<file path="config.mk">
export PLATFORM = sky130hd
export DESIGN_NAME = pe_ctrl_endpoint_flat
export DESIGN_NICKNAME = d
export VERILOG_FILES = /design/src/rtl/pe_ctrl_endpoint_if.sv /design/src/rtl/pe_ctrl_endpoint.sv /design/src/flat_wrapper.sv
export SDC_FILE = /design/constraint.sdc
export NUM_CORES = 1
export LEC_CHECK = 0
export ABC_CLOCK_PERIOD_IN_PS = 2500
export CORE_UTILIZATION = 33
export CTS_CLUSTER_SIZE = 16
export DETAILED_ROUTE_END_ITERATION = 7
export PLACE_DENSITY = 0.47
export SLEW_MARGIN = 20
export SYNTH_ARGS = -nofsm -noshare
export SYNTH_HDL_FRONTEND = slang
export SYNTH_SLANG_ARGS = --single-unit
</file>
<file path="constraint.sdc">
create_clock -name clk -period 2.5 [get_ports clk]
set_input_delay 0.375 -clock clk [delete_from_list [all_inputs] [get_ports clk]]
set_output_delay 0.375 -clock clk [all_outputs]
set_load 0.01 [all_outputs]
</file>
<file path="src/rtl/pe_ctrl_endpoint_if.sv">
// Handshake bundle between one PE control endpoint and its environment
// (control center start/done tokens plus the memory read request channel).
//
// Every channel uses the same valid/ready rule: a transfer happens on a
// rising clock edge where valid and ready are both high; once valid is
// raised it stays high, with its data held stable, until that transfer.
interface pe_ctrl_endpoint_if #(
  parameter int ADDR_W = 8
);
  logic              start_valid;
  logic              start_ready;
  logic              start_data;
  logic              done_valid;
  logic              done_ready;
  logic              done_data;
  logic              rd_valid;
  logic              rd_ready;
  logic [ADDR_W-1:0] rd_addr;
  logic              rd_is_filt;

  // Environment side: control center and memory.
  modport master (
    output start_valid, start_data, done_ready, rd_ready,
    input  start_ready, done_valid, done_data, rd_valid, rd_addr, rd_is_filt
  );

  // Endpoint side.
  modport slave (
    input  start_valid, start_data, done_ready, rd_ready,
    output start_ready, done_valid, done_data, rd_valid, rd_addr, rd_is_filt
  );
endinterface

</file>
<file path="src/rtl/pe_ctrl_endpoint.sv">
// PE-side control token endpoint: takes one start token, issues the filter
// reads then the ifmap reads, counts the psums the PE emits, and returns one
// done token carrying the start flag once all psums are in.
module pe_ctrl_endpoint #(
  parameter int ADDR_W    = 8,
  parameter int FILT_BASE = 0,
  parameter int FILT_LEN  = 5,
  parameter int IFM_BASE  = 16,
  parameter int IFM_LEN   = 25,
  parameter int OUT_LEN   = 21,
  parameter int CNT_W     = 8
) (
  input  logic               clk,
  input  logic               rst_n,
  pe_ctrl_endpoint_if.slave  bus,
  input  logic               psum_valid,
  output logic               busy,
  output logic               err,
  output logic [2:0]         dbg_state
);

  typedef enum logic [2:0] {
    S_IDLE  = 3'd0,
    S_FILT  = 3'd1,
    S_IFM   = 3'd2,
    S_DRAIN = 3'd3,
    S_DONE  = 3'd4
  } state_t;

  // Base addresses wrap modulo 2^ADDR_W, so truncating them up front is safe.
  localparam logic [ADDR_W-1:0] FILT_BASE_A = ADDR_W'(FILT_BASE);
  localparam logic [ADDR_W-1:0] IFM_BASE_A  = ADDR_W'(IFM_BASE);
  localparam logic [CNT_W-1:0]  FILT_LAST   = CNT_W'(FILT_LEN - 1);
  localparam logic [CNT_W-1:0]  IFM_LAST    = CNT_W'(IFM_LEN - 1);
  localparam logic [CNT_W-1:0]  OUT_MAX     = CNT_W'(OUT_LEN);

  state_t             state;
  logic [CNT_W-1:0]   fcnt;
  logic [CNT_W-1:0]   icnt;
  logic [CNT_W-1:0]   pcnt;
  logic               token;
  logic               counting;
  logic               start_fire;
  logic               rd_fire;
  logic               done_fire;

  // Psums are legal while reads are in flight and while draining.
  assign counting   = (state == S_FILT) || (state == S_IFM) || (state == S_DRAIN);
  assign start_fire = bus.start_valid && bus.start_ready;
  assign rd_fire    = bus.rd_valid && bus.rd_ready;
  assign done_fire  = bus.done_valid && bus.done_ready;
  assign dbg_state  = state;

  // Sequencer: token acceptance, read issue, psum counting and done return.
  always_ff @(posedge clk or negedge rst_n) begin
    if (!rst_n) begin
      state           <= S_IDLE;
      bus.start_ready <= 1'b0;
      bus.done_valid  <= 1'b0;
      bus.done_data   <= 1'b0;
      bus.rd_valid    <= 1'b0;
      bus.rd_addr     <= '0;
      bus.rd_is_filt  <= 1'b0;
      busy            <= 1'b0;
      err             <= 1'b0;
      fcnt            <= '0;
      icnt            <= '0;
      pcnt            <= '0;
      token           <= 1'b0;
    end else begin
      // Psum accounting runs beside the read phases; anything beyond
      // OUT_LEN or outside an active run is flagged and never counted.
      if (psum_valid) begin
        if (counting && (pcnt < OUT_MAX)) begin
          pcnt <= pcnt + CNT_W'(1);
        end else begin
          err <= 1'b1;
        end
      end

      case (state)
        S_IDLE: begin
          bus.start_ready <= 1'b1;
          if (start_fire) begin
            token           <= bus.start_data;
            fcnt            <= '0;
            icnt            <= '0;
            pcnt            <= '0;
            busy            <= 1'b1;
            bus.start_ready <= 1'b0;
            bus.rd_valid    <= 1'b1;
            bus.rd_is_filt  <= 1'b1;
            bus.rd_addr     <= FILT_BASE_A;
            state           <= S_FILT;
          end
        end

        S_FILT: begin
          if (rd_fire) begin
            fcnt <= fcnt + CNT_W'(1);
            if (fcnt == FILT_LAST) begin
              // First ifmap address follows with no bubble.
              bus.rd_is_filt <= 1'b0;
              bus.rd_addr    <= IFM_BASE_A;
              state          <= S_IFM;
            end else begin
              bus.rd_addr <= FILT_BASE_A + ADDR_W'(fcnt) + ADDR_W'(1);
            end
          end
        end

        S_IFM: begin
          if (rd_fire) begin
            icnt <= icnt + CNT_W'(1);
            if (icnt == IFM_LAST) begin
              bus.rd_valid <= 1'b0;
              state        <= S_DRAIN;
            end else begin
              bus.rd_addr <= IFM_BASE_A + ADDR_W'(icnt) + ADDR_W'(1);
            end
          end
        end

        S_DRAIN: begin
          // Uses the count as of the start of this cycle, so a run whose
          // psums are already complete still spends one cycle here.
          if (pcnt == OUT_MAX) begin
            bus.done_valid <= 1'b1;
            bus.done_data  <= token;
            state          <= S_DONE;
          end
        end

        S_DONE: begin
          if (done_fire) begin
            bus.done_valid  <= 1'b0;
            busy            <= 1'b0;
            bus.start_ready <= 1'b1;
            state           <= S_IDLE;
          end
        end

        default: begin
          state <= S_IDLE;
        end
      endcase
    end
  end

endmodule

</file>
<file path="src/flat_wrapper.sv">
// flat-port wrapper written by rule: the top's interface ports become plain ports
module pe_ctrl_endpoint_flat 
#(
  parameter int ADDR_W    = 8,
  parameter int FILT_BASE = 0,
  parameter int FILT_LEN  = 5,
  parameter int IFM_BASE  = 16,
  parameter int IFM_LEN   = 25,
  parameter int OUT_LEN   = 21,
  parameter int CNT_W     = 8
)
  (clk, rst_n, psum_valid, busy, err, dbg_state, bus_start_valid, bus_start_data, bus_done_ready, bus_rd_ready, bus_start_ready, bus_done_valid, bus_done_data, bus_rd_valid, bus_rd_addr, bus_rd_is_filt);
  pe_ctrl_endpoint_if #(.ADDR_W(ADDR_W)) bus_i ();
  input  logic clk;
  input  logic rst_n;
  input  logic psum_valid;
  output logic busy;
  output logic err;
  output logic [2:0] dbg_state;
  input wire logic [$bits(bus_i.start_valid)-1:0] bus_start_valid;
  input wire logic [$bits(bus_i.start_data)-1:0] bus_start_data;
  input wire logic [$bits(bus_i.done_ready)-1:0] bus_done_ready;
  input wire logic [$bits(bus_i.rd_ready)-1:0] bus_rd_ready;
  output wire logic [$bits(bus_i.start_ready)-1:0] bus_start_ready;
  output wire logic [$bits(bus_i.done_valid)-1:0] bus_done_valid;
  output wire logic [$bits(bus_i.done_data)-1:0] bus_done_data;
  output wire logic [$bits(bus_i.rd_valid)-1:0] bus_rd_valid;
  output wire logic [$bits(bus_i.rd_addr)-1:0] bus_rd_addr;
  output wire logic [$bits(bus_i.rd_is_filt)-1:0] bus_rd_is_filt;
  assign bus_i.start_valid = bus_start_valid;
  assign bus_i.start_data = bus_start_data;
  assign bus_i.done_ready = bus_done_ready;
  assign bus_i.rd_ready = bus_rd_ready;
  assign bus_start_ready = bus_i.start_ready;
  assign bus_done_valid = bus_i.done_valid;
  assign bus_done_data = bus_i.done_data;
  assign bus_rd_valid = bus_i.rd_valid;
  assign bus_rd_addr = bus_i.rd_addr;
  assign bus_rd_is_filt = bus_i.rd_is_filt;
  pe_ctrl_endpoint #(.ADDR_W(ADDR_W), .FILT_BASE(FILT_BASE), .FILT_LEN(FILT_LEN), .IFM_BASE(IFM_BASE), .IFM_LEN(IFM_LEN), .OUT_LEN(OUT_LEN), .CNT_W(CNT_W)) u_core (.clk(clk), .rst_n(rst_n), .bus(bus_i), .psum_valid(psum_valid), .busy(busy), .err(err), .dbg_state(dbg_state));
endmodule
</file>
==> results.txt, run 1 <==
final wirelength -> 5.29 mm
via count of the first global-routing pass -> 1,745
yosys warns -> 0
ys flop type -> dfrtp_1
Slew HR -> 0.610
top-area cell type share of the netlist area -> 0.464
n_diodes -> 0
Mapped Cells -> 247
min-delay worst type -> input pin to async pin
Setup-failing EPs final -> 0
drt wl/cell -> 14.3 um
global-route wire length before repair -> 9.25 mm
worst skew pair latency -> 0.29 ns
outcome -> finished, violations left
synthesized area -> 2320 um2
Die X -> 85.8 um
Peak VDD IR -> 0.309 mV
leading area contributor after synthesis -> dfrtp_1
CTS Buf Count -> 5
Nets -> 288
net switching power -> 0.385 mW
Setup WS pre-CTS -> 0.446 ns
Max Root-Sink Buffers -> 2
Area Growth Syn to Fin -> 18.5%
post-cts resize count -> 0
CP Max Fanout -> 7
hold buffers post-CTS -> 0
Max Cap Viol -> 0
initial core utilization -> 0.341
syn_nets -> 261
Layout Skew -> 0.00624 ns
Reg clk slew, reported paths -> 0.08 ns
Switching Fraction -> 0.275
post-CTS setup buffer count -> 0
fin crit period -> 2.05 ns
initial DRC count -> 113
RSZ-0062 raised after global routing -> no
drc violations -> 0
total grt overflow -> 0
WP data arrival -> 2.22 ns
Synth cell types -> 51
Non-Filler Instances -> 369
number of synthesized flops with an enable pin -> 0
Worst R2R Path Depth -> 7
Root Buffer -> clkbuf_8
kind of critical path -> flop to flop
Slew Limit Fails -> 0
PD cells -> 511 nW/um2
die footprint -> 7370 um2
async set or reset register ratio after synthesis -> 1.00
final period utilization -> 0.819
core area -> 6790 um2
logic gate share of total power -> 0.148
Internal Power -> 1.02 mW
required time worst endpoint -> 2.67 ns
routed via count -> 1,837
GP Congestion -> 0.762
drt pass-1 iters -> 5
setup_tns -> 0 ns
Via density -> 4.98
FP Rows -> 30
CP endpoint kind -> flop
ANT nets after route -> 0
fmax -> 0.488 GHz
CP Launch Type -> flop
initial antenna violation count -> 0
Clk pwr share -> 0.294
CTS sink cnt -> 43
failing checks -> negative hold slack
Post-Place Cells -> 363
flops & latches, synth -> 43
Hold Fails Final Rpt -> 4
port bufs -> 24
Ports -> 25
layout cells sized above 1 -> 0.0879
CTS tree -> done
detailed placement HPWL -> 3.97 mm
synth top area cells -> dfrtp_1 46%, nand2_1 5.7%, xnor2_1 4.2%
chip height -> 85.8 um
largest net degree at the start of global routing -> 18
H-tree Lvls -> 2
most common cell in the netlist -> dfrtp_1
Synth Area per Inst -> 9.39 um2
Global Route Usage Sum -> 0.164
Slew @ Worst Pin -> 0.583 ns
Seq/Total Area, Yosys -> 0.464
Post-synth top cells -> 43 x dfrtp_1, 35 x nand2_1, 20 x nor2_1, 19 x o21ai_0, 11 x xnor2_1
Sequential Power Share -> 0.558
fin worst setup slack -> 0.452 ns
Hold Slack -> -0.00245 ns
overall power -> 1.40 mW
Leak Pwr -> 1.17 nW
-- cell families after synthesis --
family	after synthesis	share of synthesized area
flip-flops	43	0.464
multiplexers	3	0.0140
adder cells (fa/ha/maj)	7	0.0378
buffers and inverters	20	0.0351
AO/OA/AOI/OAI	58	0.163
XOR/XNOR	17	0.0642
AND/OR/NAND/NOR	99	0.222
-- sequential cells by signal, summed over array words and instances, names as in the netlist --
signal	flops
u_core.token	1
u_core.busy	1
u_core.fcnt	8
u_core.bus.rd_valid	1
u_core.bus.start_ready	1
u_core.bus.rd_is_filt	1
u_core.icnt	8
u_core.dbg_state	3
u_core.err	1
u_core.pcnt	8
u_core.bus.rd_addr	8
u_core.bus.done_valid	1
u_core.bus.done_data	1
-- critical path, cell delays in order, from the launching register on --
cell      delay [ns]
dfrtp_1         0.46
inv_1           0.09
ha_1            0.14
or4b_1          0.45
o21ai_1         0.36
o211ai_1        0.23
nand2_1         0.11
o211ai_1        0.09
-- path summary, 6_finish.rpt --
check,start,end,slack [ns]
worst max-delay path,u_core.fcnt[0],u_core.dbg_state[1],0.45
worst min-delay path,rst_n,u_core.icnt[2],-0.002
worst max register to register,u_core.fcnt[0],u_core.dbg_state[1],0.45
worst min register to register,u_core.err,u_core.err,0.47
max in group asynchronous,rst_n,u_core.busy,1.95
min in group clk,u_core.err,u_core.err,0.47
-- power groups by stage --
| stage | logic (mW) | clock network [mW] | registers (mW) |
|---|---|---|---|
| floorplan | 0.153 | 0 | 0.784 |
| global placement | 0.206 | 0 | 0.795 |
| detailed placement | 0.214 | 0 | 0.794 |
| CTS | 0.213 | 0.437 | 0.782 |
| global route | 0.247 | 0.460 | 0.791 |
| finish | 0.208 | 0.413 | 0.782 |
-- area by class of cell --
type	instances	area, um2
Timing Repair Buffer	30	280
Inverter	10	37.5
Multi-Input combinational cell	184	1160
Sequential cell	43	1080
Tap cell	96	120
Clock buffer	6	72.6
Fill cell	698	4050
-- layout by cell type, fill, tap and decap left out, drive strengths merged, types with 7 or more instances in the layout --
master         synthesis  routed
a21oi                  7       7
dfrtp                 43      43
clkdlybuf4s50          0      23
o21ai                 24      24
inv                   10      10
nor2                  21      21
xnor2                 11      11
ha                     7       7
nor2b                  8       8
nand2                 35      35
buf                    6       7
-- metal layers --
layer	share of wire	routed length, um	track usage	vias to the layer above
met1	0.52	2730	0.243	880
met4	0.013	68	0.0455	0
met5	0	0	0	-
li1	-	-	-	918
met2	0.44	2320	0.241	33
met3	0.034	178	0.0337	6
-- through the flow --
step | instance area (um2) | util
after detailed placement | 2680 | 0.394
after CTS | 2750 | 0.404
after global placement | 2680 | 0.394
after global routing | 2750 | 0.404
after floorplan | 2320 | -
final | 2750 | 0.404
No activity file was read; power rests on OpenSTA's default activity.
==> inputs of run 2 (changes only) <==
Settings changed: ABC_CLOCK_PERIOD_IN_PS 2500 to 2000.
Clock period 2.5 ns to 2 ns, I/O delays scaled along.
==> run 2 against run 1 <==
Net effect: the run still ends with negative hold slack left; worst setup slack lost 0.31 ns; maximum frequency increased by 10%; hold slack worse by 0.0087 ns; register-to-register slack worse by 0.31 ns; global-route usage shrank 0.11 points; via count is 1.4% higher; combinational power increased by 27%; sequential power is 25% higher; routed wire length is 2.3% higher; count of clock-buffer cells in the layout unchanged; first-iteration DRC count decreased by 8.0%; critical path depth down 2; critical path type unchanged; largest power group unchanged.
==> results.txt, run 2 (same netlist as run 1, synthesis figures left out) <==
detailed placement HPWL -> 4.05 mm
die footprint -> 7370 um2
CTS Buf Count -> 5
final wirelength -> 5.42 mm
n_diodes -> 0
Leak Pwr -> 1.26 nW
CP Max Fanout -> 4
Global Route Usage Sum -> 0.162
Layout Skew -> 0.00866 ns
R2R Setup Slk -> 0.14 ns
hold buffers post-CTS -> 0
Slew @ Worst Pin -> 0.555 ns
layout cells sized above 1 -> 0.145
core area -> 6790 um2
commonest non-fill, non-tap cell in the layout -> dfrtp_1
Root Buffer -> clkbuf_8
required time worst endpoint -> 2.22 ns
via count of the first global-routing pass -> 1,774
H-tree Lvls -> 2
WP data arrival -> 2.08 ns
Post-DP Area -> 2780 um2
FP Rows -> 30
drc violations -> 0
initial DRC count -> 104
Max Cap Viol -> 0
Max Root-Sink Buffers -> 2
outcome -> finished, violations left
fmax -> 0.538 GHz
Post-Place Cells -> 375
GP Congestion -> 0.819
chip height -> 85.8 um
fillers -> 680
Reg clk slew, reported paths -> 0.09 ns
Non-Filler Instances -> 386
Final Cell Area -> 2910 um2
FF-to-FF End -> u_core.pcnt[3]
kind of critical path -> flop to flop
fin crit period -> 1.86 ns
worst skew pair latency -> 0.29 ns
global-route wire length before repair -> 9.23 mm
crit-path cells -> or3_4, nor3_4, nand3_2, or4_1, a21oi_1
PD cells -> 613 nW/um2
Max Used Layer -> met4
Met2 Wirelength -> 2.44 mm
initial core utilization -> 0.341
total grt overflow -> 0
Critical Path Slowest Stage Cell -> or4_1
CP Launch Type -> flop
Area Growth Syn to Fin -> 25.5%
Nets -> 303
Die X -> 85.8 um
start of the worst register-to-register path -> u_core.pcnt[7]
ANT nets after route -> 0
overall power -> 1.78 mW
CP endpoint kind -> flop
most frequent cells in the layout -> 43 x dfrtp_1, 35 x nand2_1, 23 x clkdlybuf4s50_1, 20 x nor2_1
Hold Fails Final Rpt -> 21
Buf/Inv on CP -> 0
Ports -> 25
drt pass-1 iters -> 4
routed via count -> 1,863
Hold Slack -> -0.0111 ns
Via density -> 4.83
met3 routed WL -> 188 um
Slew Limit Fails -> 0
failing checks -> negative hold slack
min-delay worst type -> input pin to async pin
RSZ-0062 raised after global routing -> yes
port bufs -> 24
drt wl/cell -> 14.0 um
initial antenna violation count -> 0
Slew HR -> 0.630
CTS tree -> done
Peak VDD IR -> 0.461 mV
Setup-failing EPs final -> 0
CP top delay family -> simple AND/OR/NAND/NOR gates
final period utilization -> 0.930
Worst path max stage delay -> 0.48 ns
largest net degree at the start of global routing -> 23
Met1 Wirelength -> 2.74 mm
CTS sink cnt -> 43
Worst R2R Path Depth -> 5
-- run 2: worst max path at each step --
stage / from / to / slack [ns] / depth (start not counted)
finish: u_core.pcnt[7] / u_core.pcnt[3] / 0.14 / 5
global route: u_core.icnt[1] / u_core.bus.rd_valid / -0.008 / 6
CTS: u_core.icnt[1] / u_core.bus.rd_valid / 0.09 / 6
detailed placement: u_core.icnt[1] / u_core.bus.rd_addr[3] / 0.009 / 6
global placement: bus_start_valid / u_core.fcnt[3] / 0.08 / 6
floorplan: u_core.fcnt[0] / u_core.dbg_state[1] / 0.25 / 7
-- run 2: area by class of cell --
cell class                 instances  area, um2  share of cell area
multi-input combinational        184       1170               0.403
sequential                        43       1080               0.370
timing repair buffer              45        418               0.144
tap                               96        120              0.0413
clock buffer                       6       72.6              0.0249
inverter                          10       37.5              0.0129
clock inverter                     2       12.5             0.00430
-- run 2: metal layers --
layer | vias up | GRT usage
met5 | - | 0
li1 | 945 | -
met4 | 0 | 0.0364
met3 | 6 | 0.0298
met1 | 875 | 0.231
met2 | 37 | 0.258
-- run 2: repair_timing --
action,in CTS,in global routing
buffers inserted,0,3
gates resized for setup,1,2
pin swaps,0,1
gates cloned,0,0
endpoints found under the setup margin,2,10
-- run 2: metrics by stage --
stage,setup WS (ns),utilization,setup TNS (ns),hold slack (ns)
after CTS,0.0860,0.423,0,0.0138
after global routing,-0.00776,0.428,-0.0120,0.0212
after detailed placement,0.00893,0.409,0,0.332
after floorplan,0.253,-,0,0.00441
final,0.140,0.428,0,-0.0111
after global placement,0.0812,0.409,0,0.335
-- run 2: power breakdown --
part | switching (mW) | internal (mW) | total [mW]
sequential | 0.0533 | 0.922 | 0.975
clock | 0.300 | 0.244 | 0.544
combinational | 0.145 | 0.119 | 0.265
total | 0.498 | 1.29 | 1.78
